<file path="src/rtl/instr_fetch_reader.sv">
// instr_fetch_reader: accepts PCs over valid/ready, reads the addressed word
// from a writable program memory and returns {instr, pc, oob, wrap} through
// a small output FIFO toward decode.
module instr_fetch_reader #(
   parameter int  DATA_W     = 32,
   parameter int  PC_W       = 32,
   parameter int  DEPTH      = 16,
   parameter int  FIFO_DEPTH = 4,
   localparam int AW         = $clog2(DEPTH)
) (
   input  logic              clock,
   input  logic              reset,
   input  logic [PC_W-1:0]   pc_in,
   input  logic              pc_valid,
   output logic              pc_ready,
   input  logic              prog_we,
   input  logic [AW-1:0]     prog_addr,
   input  logic [DATA_W-1:0] prog_data,
   output logic [DATA_W-1:0] instr_out,
   output logic [PC_W-1:0]   instr_pc,
   output logic              instr_oob,
   output logic              instr_wrap,
   output logic              instr_valid,
   input  logic              instr_ready,
   output logic [31:0]       fetch_count
);

   localparam int PW = (FIFO_DEPTH > 1) ? $clog2(FIFO_DEPTH) : 1;
   localparam int CW = $clog2(FIFO_DEPTH + 1);

   typedef struct packed {
      logic [DATA_W-1:0] data;
      logic [PC_W-1:0]   pc;
      logic              oob;
      logic              wrap;
   } entry_t;

   // program memory: no reset, survives grst so the loader need not re-run
   logic [DATA_W-1:0] mem [DEPTH];

   // read stage
   logic              s1_valid;
   entry_t            s1_ent;
   logic [PC_W-1:0]   last_pc;

   // output FIFO
   entry_t            fifo_mem [FIFO_DEPTH];
   logic [PW-1:0]     wr_ptr;
   logic [PW-1:0]     rd_ptr;
   logic [CW-1:0]     fifo_count;

   logic              accept;
   logic              push;
   logic              pop;
   logic              pc_oob;
   logic [DATA_W-1:0] rd_data;
   entry_t            head;

   function automatic logic [PW-1:0] ptr_inc(input logic [PW-1:0] p);
      return (p == PW'(FIFO_DEPTH - 1)) ? '0 : p + PW'(1);
   endfunction

   // Ready only from registered occupancy: the entry sitting in s1 is
   // counted as already owning a FIFO slot, so no path from instr_ready.
   assign pc_ready    = reset && ((32'(fifo_count) + 32'(s1_valid)) < 32'(FIFO_DEPTH));
   assign instr_valid = reset && (fifo_count != '0);
   assign accept      = pc_valid && pc_ready;
   assign push        = s1_valid;
   assign pop         = instr_valid && instr_ready;

   // Compare wide so PCs near 2^PC_W-1 cannot alias into range.
   assign pc_oob  = 64'(pc_in) >= 64'(DEPTH);
   assign rd_data = pc_oob ? '0 : mem[pc_in[AW-1:0]];

   // program memory write port; read above sees pre-edge contents
   always_ff @(posedge clock) begin
      if (prog_we) mem[prog_addr] <= prog_data;
   end

   // read stage register and wrap-detect history
   always_ff @(posedge clock) begin
      if (!reset) begin
         s1_valid <= 1'b0;
         last_pc  <= '0;
      end else begin
         s1_valid <= accept;
         if (accept) last_pc <= pc_in;
      end
   end

   // read stage payload; only meaningful while s1_valid
   always_ff @(posedge clock) begin
      if (accept) begin
         s1_ent.data <= rd_data;
         s1_ent.pc   <= pc_in;
         s1_ent.oob  <= pc_oob;
         s1_ent.wrap <= pc_in < last_pc;
      end
   end

   // FIFO storage; slot availability is guaranteed by pc_ready
   always_ff @(posedge clock) begin
      if (push) fifo_mem[wr_ptr] <= s1_ent;
   end

   // FIFO pointers and occupancy
   always_ff @(posedge clock) begin
      if (!reset) begin
         wr_ptr     <= '0;
         rd_ptr     <= '0;
         fifo_count <= '0;
      end else begin
         if (push) wr_ptr <= ptr_inc(wr_ptr);
         if (pop)  rd_ptr <= ptr_inc(rd_ptr);
         case ({push, pop})
            2'b10:   fifo_count <= fifo_count + CW'(1);
            2'b01:   fifo_count <= fifo_count - CW'(1);
            default: fifo_count <= fifo_count;
         endcase
      end
   end

   // completed output handshakes, free-running wrap
   always_ff @(posedge clock) begin
      if (!reset)   fetch_count <= '0;
      else if (pop) fetch_count <= fetch_count + 32'd1;
   end

   assign head       = fifo_mem[rd_ptr];
   assign instr_out  = head.data;
   assign instr_pc   = head.pc;
   assign instr_oob  = head.oob;
   assign instr_wrap = head.wrap;

endmodule
</file>
<file path="config.mk">
export PLATFORM = sky130hd
export DESIGN_NAME = instr_fetch_reader
export DESIGN_NICKNAME = d
export VERILOG_FILES = /design/src/rtl/instr_fetch_reader.sv
export SDC_FILE = /design/constraint.sdc
export NUM_CORES = 1
export LEC_CHECK = 0
export ABC_AREA = 1
export BUFFER_PORTS_ARGS = -buffer_cell sky130_fd_sc_hd__buf_2
export CAP_MARGIN = 5
export CORE_UTILIZATION = 30
export CTS_CLUSTER_DIAMETER = 60
export DETAILED_ROUTE_END_ITERATION = 8
export PLACE_DENSITY = 0.48
export SLEW_MARGIN = 20
export SYNTH_ARGS = -nofsm -noshare
export SYNTH_HDL_FRONTEND = slang
export SYNTH_SLANG_ARGS = --single-unit
export TNS_END_PERCENT = 5
</file>
<file path="constraint.sdc">
create_clock -name clock -period 7.65 [get_ports clock]
set_input_delay 1.1475 -clock clock [delete_from_list [all_inputs] [get_ports clock]]
set_output_delay 1.1475 -clock clock [all_outputs]
set_load 0.02 [all_outputs]
</file>
; ---- Yosys cells after proc, flatten, opt, wreduce, memory -nomap -nowiden
; Memory sizes are Yosys's and may differ from the RTL's. A register that Yosys moved wholly into a read port is not among the register bits.
; Index checks and enable logic that the tools add are counted.
[word_totals]
regBits = 106
mem_bits_rw = 776
n_memories = 2
[classes]
add_sub_neg = 6
order_cmp = 3
n_eq_ne = 4
muxes = 9
reduce_logical = 6
[mem_list]
columns = name, depth, width, rd, rd_clocked_by_memory_dff, write_ports, line_no
row1 = mem, 16, 32, 1, 1, 1, 39  ; logic [DATA_W-1:0] mem [DEPTH];
row2 = fifo_mem, 4, 66, 1, 1, 1, 47  ; entry_t fifo_mem [FIFO_DEPTH];
[op_table]
columns = cell, n
row1 = $add A32 B1 Y32 const B, 1
row2 = $ge A32 B5 Y1 const B, 1
row3 = $lt A32 B32 Y1, 1
row4 = $mux W2, 4
row5 = $eq A2 B2 Y1 const B, 3
row6 = $pmux W3 S2, 1
row7 = $add A2 B1 Y2 const B, 2
row8 = $add A3 B1 Y4, 1
row9 = $logic_and A1 B1 Y1, 4
row10 = $lt A4 B3 Y1 const B, 1
row11 = $mux W1, 4
row12 = $add A3 B1 Y3 const B, 1
row13 = $reduce_bool A3 Y1, 1
row14 = $sub A3 B1 Y3 const B, 1
row15 = $eq A2 B1 Y1 const B, 1
row16 = $reduce_bool A2 Y1, 1

; ---- Depth between registers and ports, before layout
; Gate-level depths: netlist (run 1).
[logic_depth]
word_depth = 5
mapped_depth = 13
mapped_depth_nobuf = 11

; ---- Worst setup path before layout (run 1)
; No wires, ideal clock.
[synth_path]
path_kind = in2reg
from = input reset
to = register s1_ent[0] (netlist name), enable pin
setup_ns = 0.421
arrival_ns = 2.833
setup_slack_ns = 4.395
stages = 4
path_buffers = 0
path_cell_list = nand3_1 inv_2 nand2_1 inv_1
[synth_via]
elab_chain_cells = 2
[synth_rtl]
columns = item, line_no
row1 = from (decl), 12  ; input logic reset,
row2 = $logic_and A1 B1 Y1, 65  ; assign pc_ready = reset && ((32'(fifo_count) + 32'(s1_valid)) < 32'(FIFO_DEPTH));
row3 = via pc_ready, 15  ; output logic pc_ready,
row4 = $logic_and A1 B1 Y1, 67  ; assign accept = pc_valid && pc_ready;
row5 = via accept, 52  ; logic accept;
row6 = to (decl), 43  ; entry_t s1_ent;
; The timed path passes the listed nets, and every way through them passes these cells.
; A chain may end at the register's enable or synchronous reset.

==> results of run 1 <==
metrics by stage:
step,hold WS (ps),worst slack [ps],instances
floorplan,433,4400,2881
global placement,442,3310,4525
detailed placement,453,3260,4525
CTS,462,3100,4711
global route,474,3010,4712
finish,457,3250,4716
final cells by class:
type	count	share of cell area (%)
sequential	916	63.8
multi-input combinational	1713	19.7
clock buffer	132	6.38
tap	1600	4.77
timing repair buffer	209	2.78
clock inverter	54	1.72
inverter	87	0.820
antenna	5	0.0298
flip-flops by register name, summed over array words and instances (netlist names), named ones only:
signal / cells
wr_ptr: 2
fetch_count: 32
fifo_count: 3
push: 1
fifo_mem: 264
mem: 512
rd_ptr: 2
s1_ent: 66
last_pc: 32
synth_stat cells (9+ instances only):
library cell	number	share of area, %
edfxtp_1	842	70
nor2_1	544	5.7
nand2_1	325	3.4
o21ai_0	299	4.2
o22ai_1	194	3.4
o21ai_1	135	1.9
clkbuf_1	87	0.91
dfxtp_1	74	4.1
a21oi_1	72	1.0
inv_1	72	0.75
nand3_1	58	0.81
buf_2	55	0.76
ha_1	38	1.3
inv_2	14	0.15
nand4_1	13	0.23
buf_1	11	0.11
buf_6	9	0.28
path summary, 6_finish.rpt:
kind,from,to,slack (ps),cells past startpoint
setup / recovery,flop,instr_pc[8],3250,5
hold / removal,last_pc[13]$_SDFFE_PN0P_,last_pc[13]$_SDFFE_PN0P_,460,2
setup reg to reg,fifo_count[1]$_SDFFE_PN0P_,fifo_count[2]$_SDFFE_PN0P_,4730,11
hold reg to reg,last_pc[13]$_SDFFE_PN0P_,last_pc[13]$_SDFFE_PN0P_,460,2
per-layer routing:
metal / share of wire [%] / vias up / GRT usage [%]
met1: 47 / 11000 / 21.7
met4: 2.0 / 20 / 4.44
li1: - / 10800 / -
met2: 45 / 485 / 23.7
met5: 0.14 / - / 0
met3: 6.0 / 135 / 3.01
worst min-delay path, stage by stage, from the launching register on:
cell,delay [ps]
dfxtp_1,300
inv_1,60
a21oi_1,50
cell usage in the layout (no fill, tap or decap), types with 2 or more instances in the layout:
cell type / synthesis / layout
clkinv_1: 0 / 17
ha_1: 38 / 38
bufinv_16: 0 / 14
a21oi_1: 72 / 72
inv_2: 14 / 12
buf_4: 2 / 39
o21ai_0: 299 / 299
xor2_1: 2 / 2
xnor2_1: 4 / 4
inv_8: 0 / 4
nor3_1: 6 / 6
o22ai_1: 194 / 194
nor4_1: 2 / 2
nand2_1: 325 / 324
nand3b_1: 5 / 5
inv_1: 72 / 67
clkinv_4: 0 / 3
edfxtp_1: 842 / 842
diode_2: 0 / 5
o21a_1: 2 / 2
clkinv_2: 0 / 11
inv_6: 0 / 7
o21ai_1: 135 / 135
buf_2: 55 / 168
dfxtp_1: 74 / 72
clkinv_8: 0 / 2
nor2_1: 544 / 528
nand4_1: 13 / 13
nor2_4: 1 / 17
nand3_1: 58 / 58
clkbuf_1: 87 / 29
clkbuf_16: 0 / 102
nor3b_1: 4 / 4
cells by family (layout without fill, tap and decap cells):
kind of cell / after synthesis / count (layout) / share of synthesized area [%]
AND/OR/NAND/NOR: 963 / 963 / 10.5
buffers and inverters: 252 / 482 / 3.07
other: 0 / 5 / 0
adder cells (fa/ha/maj): 39 / 39 / 1.38
flip-flops: 916 / 916 / 74.4
AO/OA/AOI/OAI: 705 / 705 / 10.5
XOR/XNOR: 6 / 6 / 0.146
report_power, final:
part           internal (mW)  leakage [nW]  switching, mW  total (mW)
clock network           2.96          1.64           2.01        4.97
logic                  0.203          4.17          0.546       0.750
registers               5.58          8.31         0.0469        5.63
==> out/results.txt, run 1 <==
WP data arrival: 3250 ps
worst path cell trace: inv_4, buf_4, o21ai_0, o22ai_1, buf_2
worst skew pair latency: 690 ps
TritonRoute pass-1 iters: 5
die height: 348 um
synthesized area per cell: 12.5 um2
Die ar.: 121000 um2
clock buffer depth: 3
final setup violation count: 0
placed instance area: 38500 um2
Post-CTS Setup Repair Bufs: 0
worst-path maximum fanout: 70
Initial DRC Count: 1833
CP Capture Type: output pin
hold buffer count at cts: 0
startpoint types: flop
total grt overflow: 0
Finished Core Util: 35.4%
number of global-route vias before repair: 21500
row count: 126
Core Area: 119000 um2
first-pass GRT wire length: 140 mm
fmax: 227 MHz
critical path's top delay family: buffers and inverters
YS warnings: 0
ys flop type: edfxtp_1
sequential area share after synthesis: 74.4%
TritonCTS Sinks: 916
post-DR vias/cell: 4.75
Post-route DRC: 0
multi-input logic area: 8260 um2
Yosys reg bits: 916
Worst-path clk slew: 60 ps
outcome: finished clean
min-delay worst type: reg2reg
layout cells sized above 1: 12.6%
Initial Util: 30.4%
Final period util: 57.5%
total number of vias: 22400
max cap viols: 0
RSZ-0062 raised after global routing: no
library cells used by synthesis: 36
DRT antenna net count: 0
Post-Syn Area: 36000 um2
syn nets: 2993
total power: 11.3 mW
max-slew violations: 0
clk root buf: clkbuf_16
Crit-path slowest cell: buf_4
Slew @ Worst Pin: 1000 ps
CTS-repair resized insts: 0
Num CTS Buffers: 102
EDFF count, synth: 842
Area Growth Syn to Fin: 16.5%
Tmin final: 4400 ps
CTS tree: built
Final TNS setup: 0 ps
layout net count: 3141
WS Path Type: reg2out
Peak supply drop: 0.140 mV
Tot GR Track Use: 15.3%
FF+latch area: 26800 um2
Mapped Cells: 2881
Finished Cell Area: 42000 um2
initial antenna violation count: 20
ys async rst share: 0%
IO Count: 173
Req. time, crit path: 6500 ps
Rel. slew slack: 33.2%
global placement routability congestion: 0.751
PortBufs: 172
die width: 348 um
Leak Pwr: 14.1 nW
Filler cells: 11700
CP bufs+invs: 3
largest net degree at the start of global routing: 141
post-detailed-routing wire length: 94.0 mm
drt wl/cell: 19.9 um
CP peak stage delay: 690 ps
final hold viol count: 0
Clock Skew: 33.2 ps
PD cells: 271 nW/um2
H-Tree Level Count: 3
hpwl dp: 48.8 mm
Power figures use the tool's default switching activity.
==> run 2, diff against run 1 <==
- ABC_AREA: 1 -> 0
- PLACE_DENSITY: 0.48 -> 0.49
- clock period: 7.65 -> 4.04 ns (I/O delays scaled with it)
==> out/results.txt, run 2 <==
outcome: finished clean
Leak Pwr: 13.2 nW (-6.3%)
post-DR vias/cell: 4.78 (+0.53%)
Largest Register: mem
Area Growth Syn to Fin: 17.9%
Post-route DRC: 0 (unchanged)
hold buffer count at cts: 0 (unchanged)
ys async rst share: 0% (unchanged)
die width: 344 um (-1.4%)
total number of vias: 17000 (-24%)
YS warnings: 0 (unchanged)
Worst-path clk slew: 60 ps (about the same)
Req. time, crit path: 3430 ps (-3070 ps)
CTS-repair resized insts: 0 (unchanged)
Tmin final: 3190 ps
TritonCTS Sinks: 916 (unchanged)
met2 Use GR: 22.5% (-1.1 points)
worst-path maximum fanout: 32 (-54%)
clk root buf: clkbuf_16
hpwl dp: 48.3 mm (-0.96%)
Die ar.: 118000 um2 (-2.7%)
WP data arrival: 2580 ps (-670 ps)
Net Switching: 4.57 mW (+75%)
TritonRoute pass-1 iters: 5 (unchanged)
Peak supply drop: 0.396 mV (+180%)
WS Path Type: reg2out
worst skew pair latency: 660 ps (-30 ps)
Synth area leaders: edfxtp_1, mux4_2, dfxtp_1, a211oi_1, ha_1
cell internal pwr: 16.4 mW (+87%)
Synth top cells by count: edfxtp_1, mux4_2, dfxtp_1
fmax: 313 MHz
global placement routability congestion: 0.744 (-0.98%)
CTS tree: built
Initial Util: 30.5% (+0.092 points)
most frequent cell after synthesis: edfxtp_1
max-slew violations: 0 (unchanged)
RSZ-0062 raised after global routing: no
commonest cells after routing, fill and taps aside: edfxtp_1, mux4_2, buf_2
M3 GR Usage: 3.43% (+0.42 points)
min-delay worst type: in2reg
Final period util: 79.0%
Tot GR Track Use: 13.9% (-1.4 points)
first-pass GRT wire length: 120 mm (-14%)
initial antenna violation count: 18 (-10%)
H-Tree Level Count: 3 (unchanged)
EDFF count, synth: 842 (unchanged)
synthesized area per cell: 20.3 um2 (+62%)
final hold viol count: 0 (unchanged)
Clock Skew: 21.9 ps (-11.3 ps)
PD cells: 508 nW/um2 (+88%)
post-detailed-routing wire length: 81.3 mm (-14%)
GR Util met1: 18.4% (-3.3 points)
sequential area share after synthesis: 76.4% (+2.1 points)
final setup violation count: 0 (unchanged)
CP Capture Type: output pin
IO Count: 173 (unchanged)
ys flop type: edfxtp_1
syn nets: 1840 (-39%)
gr busiest metal: met2
largest area contributor in the netlist: edfxtp_1
row count: 124 (-1.6%)
part of the power in registers: 51.1% (+1.5 points)
Post-Syn Area: 35000 um2 (-2.7%)
total power: 21.0 mW (+85%)
PortBufs: 172 (unchanged)
Synth top area share: 72.2% (+2.0 points)
Filler cells: 10600 (-9.6%)
Sw Share: 21.8% (-1.2 points)
layout cells sized above 1: 29.0% (+16 points)
startpoint types: flop
Logic pwr share: 6.1% (-0.5 points)
Slew @ Worst Pin: 930 ps (-71.7 ps)
drt wl/cell: 22.8 um (+14%)
Core Area: 115000 um2 (-3.0%)
library cells used by synthesis: 45 (+25%)
hold depth: 1 (-1)
Hold WS: 182 ps (-276 ps)
most common cell after layout, fill and taps aside: edfxtp_1
Rel. slew slack: 37.8% (+4.6 points)
largest net degree at the start of global routing: 65 (-54%)
Post-CTS Setup Repair Bufs: 0 (unchanged)
reg2reg path depth: 5 (-6)
die height: 344 um (-1.4%)
clock buffer depth: 3 (unchanged)
Final TNS setup: 0 ps (unchanged)
number of flip-flops in the largest register: 512 (unchanged)
DRT antenna net count: 0 (unchanged)
Clk pwr share: 42.8% (-1.0 points)
Num CTS Buffers: 101 (-0.98%)
Mapped Cells: 1728 (-40%)
max cap viols: 0 (unchanged)
layout net count: 2081 (-34%)
total grt overflow: 0 (unchanged)
Initial DRC Count: 1197 (-35%)
Yosys reg bits: 916 (unchanged)
Largest regs: mem: 512 flops, fifo_mem: 264 flops, s1_ent: 66 flops
number of global-route vias before repair: 18100 (-16%)
## run 2: final timing paths
| kind | end | from | slack, ps |
|---|---|---|---|
| worst min register to register | last_pc[16]$_SDFFE_PN0P_ | last_pc[16]$_SDFFE_PN0P_ | 450 |
| worst min-delay path | s1_ent[24]$_DFFE_PP_ | pc_in[22] | 180 |
| worst max-delay path | instr_out[0] | flop | 850 |
| worst max register to register | fetch_count[29]$_SDFFE_PN0N_ | fifo_count[2]$_SDFFE_PN0P_ | 1790 |
## run 2: cells by family (layout without fill, tap and decap cells)
| group | count (synthesis) | in the layout | synth area share, % |
|---|---|---|---|
| AND/OR/NAND/NOR | 250 | 250 | 3.75 |
| buffers and inverters | 128 | 450 | 1.61 |
| XOR/XNOR | 23 | 23 | 0.575 |
| other | 0 | 1 | 0 |
| adder cells (fa/ha/maj) | 39 | 39 | 1.42 |
| AO/OA/AOI/OAI | 141 | 141 | 2.67 |
| flip-flops | 916 | 916 | 76.4 |
| multiplexers | 231 | 231 | 13.5 |
## run 2: area by class of cell
class                           count  area [um2]  area share (%)
Antenna cell                        1        2.50         0.00606
Clock buffer                      115        2620            6.36
Clock inverter                     69         638            1.55
Inverter                           44         169           0.409
Multi-Input combinational cell    684        7820            18.9
Sequential cell                   916       26800            64.9
Tap cell                         1512        1890            4.58
Timing Repair Buffer              222        1350            3.27
## run 2: layer usage
layer  share of wire (%)  vias up
met1                  44     8931
met2                  48      365
met3                 5.6      147
li1                    -     7560
met4                 2.4       14
met5                0.12        -
## run 2: stage by stage
step / util, % / area [um2] / cells / setup slack, ps
2_1_floorplan: - / 35000 / 1728 / 254
3_3_place_gp: 33.1 / 38000 / 3378 / 1230
3_5_place_dp: 33.1 / 38000 / 3378 / 1230
4_1_cts: 35.9 / 41300 / 3562 / 664
5_1_grt: 35.9 / 41300 / 3563 / 624
6_report: 35.9 / 41300 / 3563 / 849
## run 2: worst max-delay path: stages (launching register included)
cell     delay, ps
dfxtp_4        840
buf_4          300
mux4_2         540
buf_2          220
## run 2: power groups by stage
| stage | sequential [mW] | clock [mW] | combinational [mW] |
|---|---|---|---|
| detailed placement | 10.9 | 0 | 1.31 |
| floorplan | 10.8 | 0 | 0.840 |
| global placement | 10.9 | 0 | 1.29 |
| CTS | 10.7 | 9.24 | 1.32 |
| global route | 10.7 | 9.57 | 1.40 |
| finish | 10.7 | 8.98 | 1.27 |
==> run 3, diff against run 2 <==
- PLACE_DENSITY: 0.49 -> 0.48
- clock period: 4.04 -> 3.2 ns (I/O delays scaled with it)
==> out/results.txt, run 3 (same netlist as run 2, synthesis figures left out) <==
Rel. slew slack: 37.5% (-0.31 points)
Largest Register: mem
post-DR vias/cell: 4.78 (about the same)
RSZ-0062 raised after global routing: no
Tot GR Track Use: 13.7% (-0.21 points)
initial antenna violation count: 20 (+2)
max cap viols: 0 (unchanged)
total power: 25.4 mW (+21%)
TritonRoute pass-1 iters: 5 (unchanged)
Final TNS setup: 0 ps (unchanged)
clock buffer depth: 3 (unchanged)
Crit-path slowest cell: dfxtp_4
total grt overflow: 0 (unchanged)
Initial DRC Count: 1043 (-13%)
layout cells sized above 1: 28.2% (-0.78 points)
number of global-route vias before repair: 17900 (-1.1%)
Area Growth Syn to Fin: 17.2%
Post-CTS Setup Repair Bufs: 0 (unchanged)
Slew @ Worst Pin: 937 ps (+6.93 ps)
final hold viol count: 0 (unchanged)
fmax: 345 MHz
Clock Skew: 31.2 ps (+9.32 ps)
H-Tree Level Count: 3 (unchanged)
post-detailed-routing wire length: 80.5 mm (-0.94%)
Tmin final: 2900 ps
worst path cell trace: buf_12, mux4_2, buf_2
DRT antenna net count: 0 (unchanged)
PortBufs: 172 (unchanged)
CP peak stage delay: 640 ps (-200 ps)
CTS-repair resized insts: 0 (unchanged)
clk root buf: clkbuf_16
Final Non-Filler Cells: 3552 (-0.31%)
Num CTS Buffers: 94 (-6.9%)
row count: 124 (unchanged)
hold buffer count at cts: 0 (unchanged)
Leak Pwr: 13.1 nW (-0.92%)
final setup violation count: 0 (unchanged)
Initial Util: 30.5% (unchanged)
first-pass GRT wire length: 119 mm (-0.89%)
global placement routability congestion: 0.745 (+0.19%)
dpl cells: 3380 (+0.059%)
WS Path Type: reg2out
Post-route DRC: 0 (unchanged)
hpwl dp: 46.9 mm (-3.0%)
commonest cells after routing, fill and taps aside: edfxtp_1, mux4_2, buf_2
Peak supply drop: 0.391 mV (-1.3%)
largest net degree at the start of global routing: 67 (+3.1%)
CP Capture Type: output pin
Req. time, crit path: 2720 ps (-710 ps)
most common cell after layout, fill and taps aside: edfxtp_1
Die ar.: 118000 um2 (unchanged)
Largest regs: mem: 512 flops, fifo_mem: 264 flops, s1_ent: 66 flops
die width: 344 um (unchanged)
drt wl/cell: 22.7 um (-0.63%)
layout net count: 2076 (-0.24%)
min-delay worst type: in2reg
Core Area: 115000 um2 (unchanged)
worst skew pair latency: 650 ps (about the same)
total number of vias: 17000 (-0.21%)
max-slew violations: 0 (unchanged)
Final period util: 90.6%
Worst-path clk slew: 60 ps (about the same)
WP data arrival: 2420 ps (-160 ps)
outcome: finished clean
IO Count: 173 (unchanged)
worst-path maximum fanout: 28 (-13%)
CTS tree: built
startpoint types: flop
number of flip-flops in the largest register: 512 (unchanged)
TritonCTS Sinks: 916 (unchanged)
die height: 344 um (unchanged)
PD cells: 619 nW/um2 (+22%)
==> run 3: changes by cell type in the layout (fill, tap and decap cells not counted), sizes merged <==
cell	previous run	this run
clkinvlp	9	1
bufinv	10	3
clkbuf	116	122
clkinv	46	40
buf	221	223
inv	48	50
==> run 3: worst paths after layout <==
kind	from	end	slack (ps)	cells past startpoint
min reg2reg	last_pc[29]$_SDFFE_PN0P_	last_pc[29]$_SDFFE_PN0P_	450	2
max	flop	instr_pc[29]	300	3
min	pc_in[17]	s1_ent[19]$_DFFE_PP_	60	1
max reg2reg	fifo_count[0]$_SDFFE_PN0P_	fifo_count[2]$_SDFFE_PN0P_	1010	8
==> run 3: layer usage <==
| metal | vias up | track usage (%) | share of wire [%] |
|---|---|---|---|
| li1 | 7536 | - | - |
| met1 | 8939 | 17.5 | 43 |
| met2 | 350 | 23.1 | 49 |
| met3 | 134 | 3.43 | 6.0 |
| met4 | 22 | 3.53 | 1.8 |
| met5 | - | 0 | 0.18 |
==> run 3: critical path: cells and delay by family (launching register included) <==
family,cells,cell delay [ps]
buf+inv,2,490
flops,1,640
mux,1,590
==> run 3: through the flow <==
step / setup WS (ps) / util, % / area [um2] / hold WS (ps)
2_1_floorplan: -159 / - / 35000 / 435
4_1_cts: 170 / 35.7 / 41000 / 8.51
3_5_place_dp: 662 / 33.2 / 38200 / 447
3_3_place_gp: 675 / 33.2 / 38200 / 442
6_report: 302 / 35.7 / 41000 / 62.5
5_1_grt: 130 / 35.7 / 41000 / 38.2
==> run 3: power breakdown <==
part / total (mW) / switching [mW] / internal [mW]
clock network: 10.3 / 4.48 / 5.78
logic: 1.64 / 0.974 / 0.671
registers: 13.5 / 0.140 / 13.3
total: 25.4 / 5.60 / 19.8
==> run 3: layout make-up <==
type | count | area [um2]
clock buffer | 121 | 2500
inverter | 44 | 169
tap | 1512 | 1890
sequential | 916 | 26800
fill | 10600 | 73900
antenna | 1 | 2.50
multi-input combinational | 684 | 7820
timing repair buffer | 224 | 1500
clock inverter | 50 | 363
